--- config.mk ---
export PLATFORM = sky130hd
export DESIGN_NAME = uart_fifo
export DESIGN_NICKNAME = d
export VERILOG_FILES = /design/src/rtl/uart_fifo.sv
export SDC_FILE = /design/constraint.sdc
export NUM_CORES = 1
export LEC_CHECK = 0
export ABC_CLOCK_PERIOD_IN_PS = 7300
export BUFFER_PORTS_ARGS = -buffer_cell sky130_fd_sc_hd__buf_2
export CAP_MARGIN = 20
export CORE_AREA = 2 2 164 166
export DETAILED_ROUTE_END_ITERATION = 8
export DIE_AREA = 0 0 166 168
export MAX_ROUTING_LAYER = met4
export PLACE_DENSITY = 0.68
export SLEW_MARGIN = 20
export SYNTH_ARGS = -nofsm -noshare
export SYNTH_HDL_FRONTEND = slang
export SYNTH_SLANG_ARGS = --single-unit
--- constraint.sdc ---
create_clock -name clock -period 7.3 [get_ports clock]
set_input_delay 2.19 -clock clock [delete_from_list [all_inputs] [get_ports clock]]
set_output_delay 2.19 -clock clock [all_outputs]
set_load 0.05 [all_outputs]
--- src/rtl/uart_fifo.sv ---
// Single-clock UART TX/RX buffer holding up to DEPTH-1 words, with watermark compare flags.
// Optional sticky overflow/underflow outputs are enabled by defining UART_FIFO_ERROR_FLAGS_EN.
module uart_fifo #(
   parameter int unsigned DATA_SIZE = 32,
   parameter int unsigned DEPTH     = 8
) (
   input  logic                       clock,
   input  logic                       reset,
   input  logic                       wr_en,
   input  logic                       rd_en,
   input  logic [$clog2(DEPTH)-1:0]   watermark_level,
   input  logic [DATA_SIZE-1:0]       wr_data,
   output logic [DATA_SIZE-1:0]       rd_data,
   output logic                       less_than_watermark,
   output logic                       greater_than_watermark,
   output logic                       empty,
   output logic                       full,
`ifdef UART_FIFO_ERROR_FLAGS_EN
   output logic                       overflow,
   output logic                       underflow,
`endif
   output logic [$clog2(DEPTH)-1:0]   watermark_reg_db
);

   localparam int unsigned    AW         = $clog2(DEPTH);
   localparam logic [AW-1:0]  ONE        = AW'(1);
   localparam logic [AW-1:0]  FULL_COUNT = AW'(DEPTH - 1);

   logic [DATA_SIZE-1:0] fifo_memory [DEPTH];
   logic [AW-1:0]        wr_reg;
   logic [AW-1:0]        rd_reg;
   logic [AW-1:0]        watermark_reg;

   logic                 w_push;
   logic                 w_pop;
   logic [AW-1:0]        w_rd_next;

   // Accept decisions use the pre-edge flags, so a pop never frees room for a same-cycle push.
   assign w_push    = wr_en & ~full;
   assign w_pop     = rd_en & ~empty;
   assign w_rd_next = rd_reg + ONE;

   assign empty                  = (watermark_reg == '0);
   assign full                   = (watermark_reg == FULL_COUNT);
   assign less_than_watermark    = (watermark_reg < watermark_level);
   assign greater_than_watermark = (watermark_reg > watermark_level);
   assign watermark_reg_db       = watermark_reg;

   always_ff @(posedge clock) begin
      if (w_push) begin
         fifo_memory[wr_reg] <= wr_data;
      end
   end

   // rd_reg points at the last popped slot, hence the all-ones reset value.
   always_ff @(posedge clock or posedge reset) begin
      if (reset) begin
         wr_reg        <= '0;
         rd_reg        <= '1;
         watermark_reg <= '0;
         rd_data       <= '0;
      end else begin
         if (w_push) begin
            wr_reg <= wr_reg + ONE;
         end
         if (w_pop) begin
            rd_reg  <= w_rd_next;
            rd_data <= fifo_memory[w_rd_next];
         end
         case ({w_push, w_pop})
            2'b10:   watermark_reg <= watermark_reg + ONE;
            2'b01:   watermark_reg <= watermark_reg - ONE;
            default: watermark_reg <= watermark_reg;
         endcase
      end
   end

`ifdef UART_FIFO_ERROR_FLAGS_EN
   always_ff @(posedge clock or posedge reset) begin
      if (reset) begin
         overflow  <= 1'b0;
         underflow <= 1'b0;
      end else begin
         if (wr_en && full) begin
            overflow <= 1'b1;
         end
         if (rd_en && empty) begin
            underflow <= 1'b1;
         end
      end
   end
`endif

endmodule

# [After elaboration in Yosys (flattened, before gate mapping)]
# Memory sizes are Yosys's and may differ from the RTL's. A register that Yosys moved wholly into a read port is not among the register bits.
# Index checks and enable logic that the tools add are counted.
[classes] add_sub_neg=4 reduce_logical=2 n_mux=3 n_eq_ne=3 bitwise=4 order_cmp=2
[ops] op="3-bit by 1-bit adder with 3-bit output, second input constant" n=3
[ops] op="3-bit case mux with 2 select lines" n=1
[ops] op="3-bit == test, second input constant" n=1
[ops] op="3-bit > comparator" n=1
[ops] op="3-bit zero test" n=1
[ops] op="3-bit less-than comparator" n=1
[ops] op="3-bit by 1-bit subtractor with 3-bit output, second input constant" n=1
[ops] op="1-bit bitwise AND" n=2
[ops] op="2-bit by 1-bit == test with 1-bit output, second input constant" n=1
[ops] op="2-bit == test, second input constant" n=1
[ops] op="1-bit two-way mux" n=2
[ops] op="1-bit NOT" n=2
[ops] op="2-bit nonzero test" n=1
[word_totals] regBits=9 inputBits=39 mem_count=1 out_inout_bits=39 wordCells=22 ramBits=256
[memory_table] name="fifo_memory" depth=8 word_bits=32 rd=1 rd_clocked_by_memory_dff=1 write_ports=1 line="29" rtl="logic [DATA_SIZE-1:0] fifo_memory [DEPTH];"

# [Longest topological paths before layout]
[depth] depth_word=5 mapped_depth=10 mapped_depth_nobuf=9

# [Worst setup path before layout]
# OpenSTA, ideal clock, no wires.
[synth_path] path_kind="input to output" start="input watermark_level[1]" end="output greater_than_watermark" path_slack_ns=1.156 t_arrival_ns=3.954 stages=5 path_cell_list="inv_1 -> ha_1 -> a21o_1 -> a21oi_1 -> a31oi_1"
[synth_via] elab_chain_len=1
[synth_lines] element="start, declared" line="11" rtl="input logic [$clog2(DEPTH)-1:0] watermark_level,"
[synth_lines] element="3-bit > comparator" line="46" rtl="assign greater_than_watermark = (watermark_reg > watermark_level);"
[synth_lines] element="end, declared" line="15" rtl="output logic greater_than_watermark,"
# No other way between the ends.

# [Worst setup path in the final report]
[layout_path] start="input watermark_level[1]" end="output less_than_watermark"
[layout_via] elab_chain_len=1
[layout_lines] element="3-bit less-than comparator" line="45" rtl="assign less_than_watermark = (watermark_reg < watermark_level);"
[layout_lines] element="end, declared" line="14" rtl="output logic less_than_watermark,"
# No other way between the ends.

==> impl_results.md <==
- Status: complete, no violations
- DR pass1 iterations: 5
- Cts bufs inserted: 29
- Htree depth: 1
- Design Area, Final: 0.01344 mm²
- Vias/cell: 5.351
- Kind of critical path: primary input to primary output
- CTS Sinks: 297
- Largest registers: fifo_memory x256, rd_data x32
- GRT Util Overall: 16.78%
- Setup Buffers After CTS: 0
- Worst R2R Path Depth: 5
- CTS tree: built
- Core Box Area: 0.02635 mm²
- Xor-xnor portion of the synthesized cell area: 0.6012%
- Slew @ Worst Pin: 1.072 ns
- Fin. Hold Viols: 0
- Synth cell types: 29
- Share of layout cells above drive strength 1: 35.59%
- Finished Layout Cells: 1096
- Die Footprint: 0.02789 mm²
- CTS root buf: clkbuf_16
- Top Layer Used: met4
- Max Buffers Root-to-Sink: 3
- Post-synthesis simple-gate area fraction: 2.244%
- Synth Instances: 644
- FF-to-FF Start: rd_reg[0]
- Max reg flops: 256
- Setup violators final: 0
- Vias in the first global route: 6357
- Hold depth: 2
- Fin worst setup slack: 1.835 ns
- Max transition margin: 28.37%
- Peak VDD IR: 0.2869 mV
- Critical Path Sink Type: primary output
- Routed WL per cell: 20.72 µm
- Mapped cell area: 0.01165 mm²
- P_leak: 4.645 nW
- Pre-CTS setup slack: 1.848 ns
- First-pass GRT wire length: 35.64 mm
- Setup slack, reg-to-reg: 4.16 ns
- DR WL met3: 1.248 mm
- Initial core utilization: 44.23%
- Total wire length: 22.71 mm
- Vias: 5865
- Yosys Warn Count: 0
- Synth-to-layout area growth: 15.31%
- Clk_lat worst skew: 0.54 ns
- Arr. time, crit path: 3.27 ns
- Multiplexer share of the synthesized area: 12.55%
- I/O pin count: 78
- Die width: 166 µm
- Synth Area per Inst: 18.10 µm²
- Dpl cells: 1038
- Metal-1 WL: 9.310 mm
- # nets final: 777
- # hold bufs at CTS: 0
- Setup Skew: 0.01222 ns
- Post-synthesis compound-gate area fraction: 6.989%
- Worst-path clk slew: 0.06 ns
- CP max FO: 2
- Drt drc: 0
- Drt initial violations: 374
- Largest net degree at the start of global routing: 81
- Max cap viols: 0
- Worst flop-to-flop path endpoint: rd_data[13]
- Worst EP required: 5.11 ns
- Chip height: 168 µm
- FF+latch count, synth: 297
- Met2 wire length: 11.68 mm
- Final number of max-transition violations: 0
- Synthesized net count: 690
- GR Overflow Total: 0
- Fin crit period: 5.465 ns
- Row count: 60
- IO Port Bufs: 77
- Most flop-heavy register: fifo_memory
- Fmax: 0.1830 GHz
- Setup TNS: 0 ns
- Crit share post-route: 74.86%
- Post-Place Cell Area: 0.01241 mm²
- Pwr dens: 471.5 mW/mm²
- RSZ-0062 raised after global routing: false
- Largest family of logic cells by synthesized area: multiplexers
- Sequential area share after synthesis: 74.79%
- CP Launch Type: primary input
- Hold WC Path Type: flip-flop to flip-flop
- Adder-cell area share of the yosys netlist: 0.8159%
- Worst hold endpoint: rd_reg[1]
- HP Start: rd_reg[1]
- Gpl congestion: 0.7263
- Routed Antenna Nets: 0
- Post-cts sizing count: 0
- Final HPWL DP: 12.56 mm
- Initial antenna violation count: 2
through the flow:
stage,utilization [%],power (W),hold WS [ns]
2_1_floorplan,-,0.004361,0.4412
3_3_place_gp,47.09,0.004818,0.4655
3_5_place_dp,47.09,0.004911,0.4704
4_1_cts,50.72,0.006392,0.4806
5_1_grt,51.00,0.006659,0.4960
6_report,51.00,0.006337,0.4772
layer usage:
metal,GRT usage (%),vias up
li1,-,2705
met3,2.562,37
met1,20.23,2993
met4,4.802,0
met2,29.50,130
met5,-,-
layout by cell type (no fill, tap or decap), types with 6 or more instances in the layout:
| master | Yosys | final |
|---|---|---|
| nand2_1 | 41 | 41 |
| o22ai_1 | 64 | 64 |
| edfxtp_1 | 256 | 256 |
| buf_4 | 14 | 9 |
| buf_2 | 19 | 77 |
| clkbuf_16 | 0 | 29 |
| inv_1 | 8 | 7 |
| nor2_4 | 0 | 6 |
| dfrtp_1 | 38 | 38 |
| mux2_2 | 83 | 83 |
| mux2_1 | 46 | 46 |
| clkinv_2 | 0 | 9 |
| o31ai_2 | 31 | 31 |
how the worst max path moves through the flow:
| stage | start | endpoint | slack (ns) | depth (start not counted) |
|---|---|---|---|---|
| after floorplan | watermark_level[1] | greater_than_watermark | 1.16 | 5 |
| after global placement | watermark_level[1] | less_than_watermark | 1.93 | 6 |
| after detailed placement | watermark_level[1] | less_than_watermark | 1.85 | 6 |
| after CTS | watermark_level[1] | less_than_watermark | 1.84 | 6 |
| after global routing | watermark_level[1] | greater_than_watermark | 1.81 | 7 |
| final | watermark_level[1] | less_than_watermark | 1.84 | 6 |
area by class of cell:
cell class | instances | area [µm²]
tap | 341 | 426.7
clock buffer | 36 | 792.0
multi-input combinational | 305 | 2779
fill | 2120 | 12910
timing repair buffer | 89 | 520.5
sequential | 297 | 8717
clock inverter | 17 | 163.9
inverter | 9 | 35.03
antenna | 2 | 5.005
where the power goes:
group          switching [W]  total (W)  internal [W]
combinational        0.00158    0.00253      0.000950
clock               0.000600    0.00147      0.000872
sequential          0.000135    0.00233       0.00220
worst max-delay path: stages:
cell	delay (ns)
buf_2	0.07
inv_1	0.04
ha_1	0.32
a21o_1	0.16
a21oi_1	0.19
buf_2	0.30
logic make-up after synthesis:
kind of cell	Yosys count
flip-flops	297
multiplexers	130
AO/OA/AOI/OAI	99
AND/OR/NAND/NOR	61
buffers and inverters	42
XOR/XNOR	8
adder cells (fa/ha/maj)	7
synthesized netlist by cell type, drive strengths merged:
master  instances  share of area, %
mux2i           1             0.086
dfstp           3              0.68
nand2b          5              0.29
o22ai          64               3.4
a21oi           1             0.043
buf            33               1.7
mux2          129                12
a31oi           1             0.054
fa              1              0.17
nand3           3              0.13
or2             1             0.054
nor2            7              0.23
xor2            3              0.23
inv             9              0.29
nor3            3              0.17
ha              6              0.64
nand2          42               1.4
o31ai          32               3.4
dfrtp          38               8.2
xnor2           5              0.38
edfxtp        256                66
a21o            1             0.064
Power figures use the tool's default switching activity.
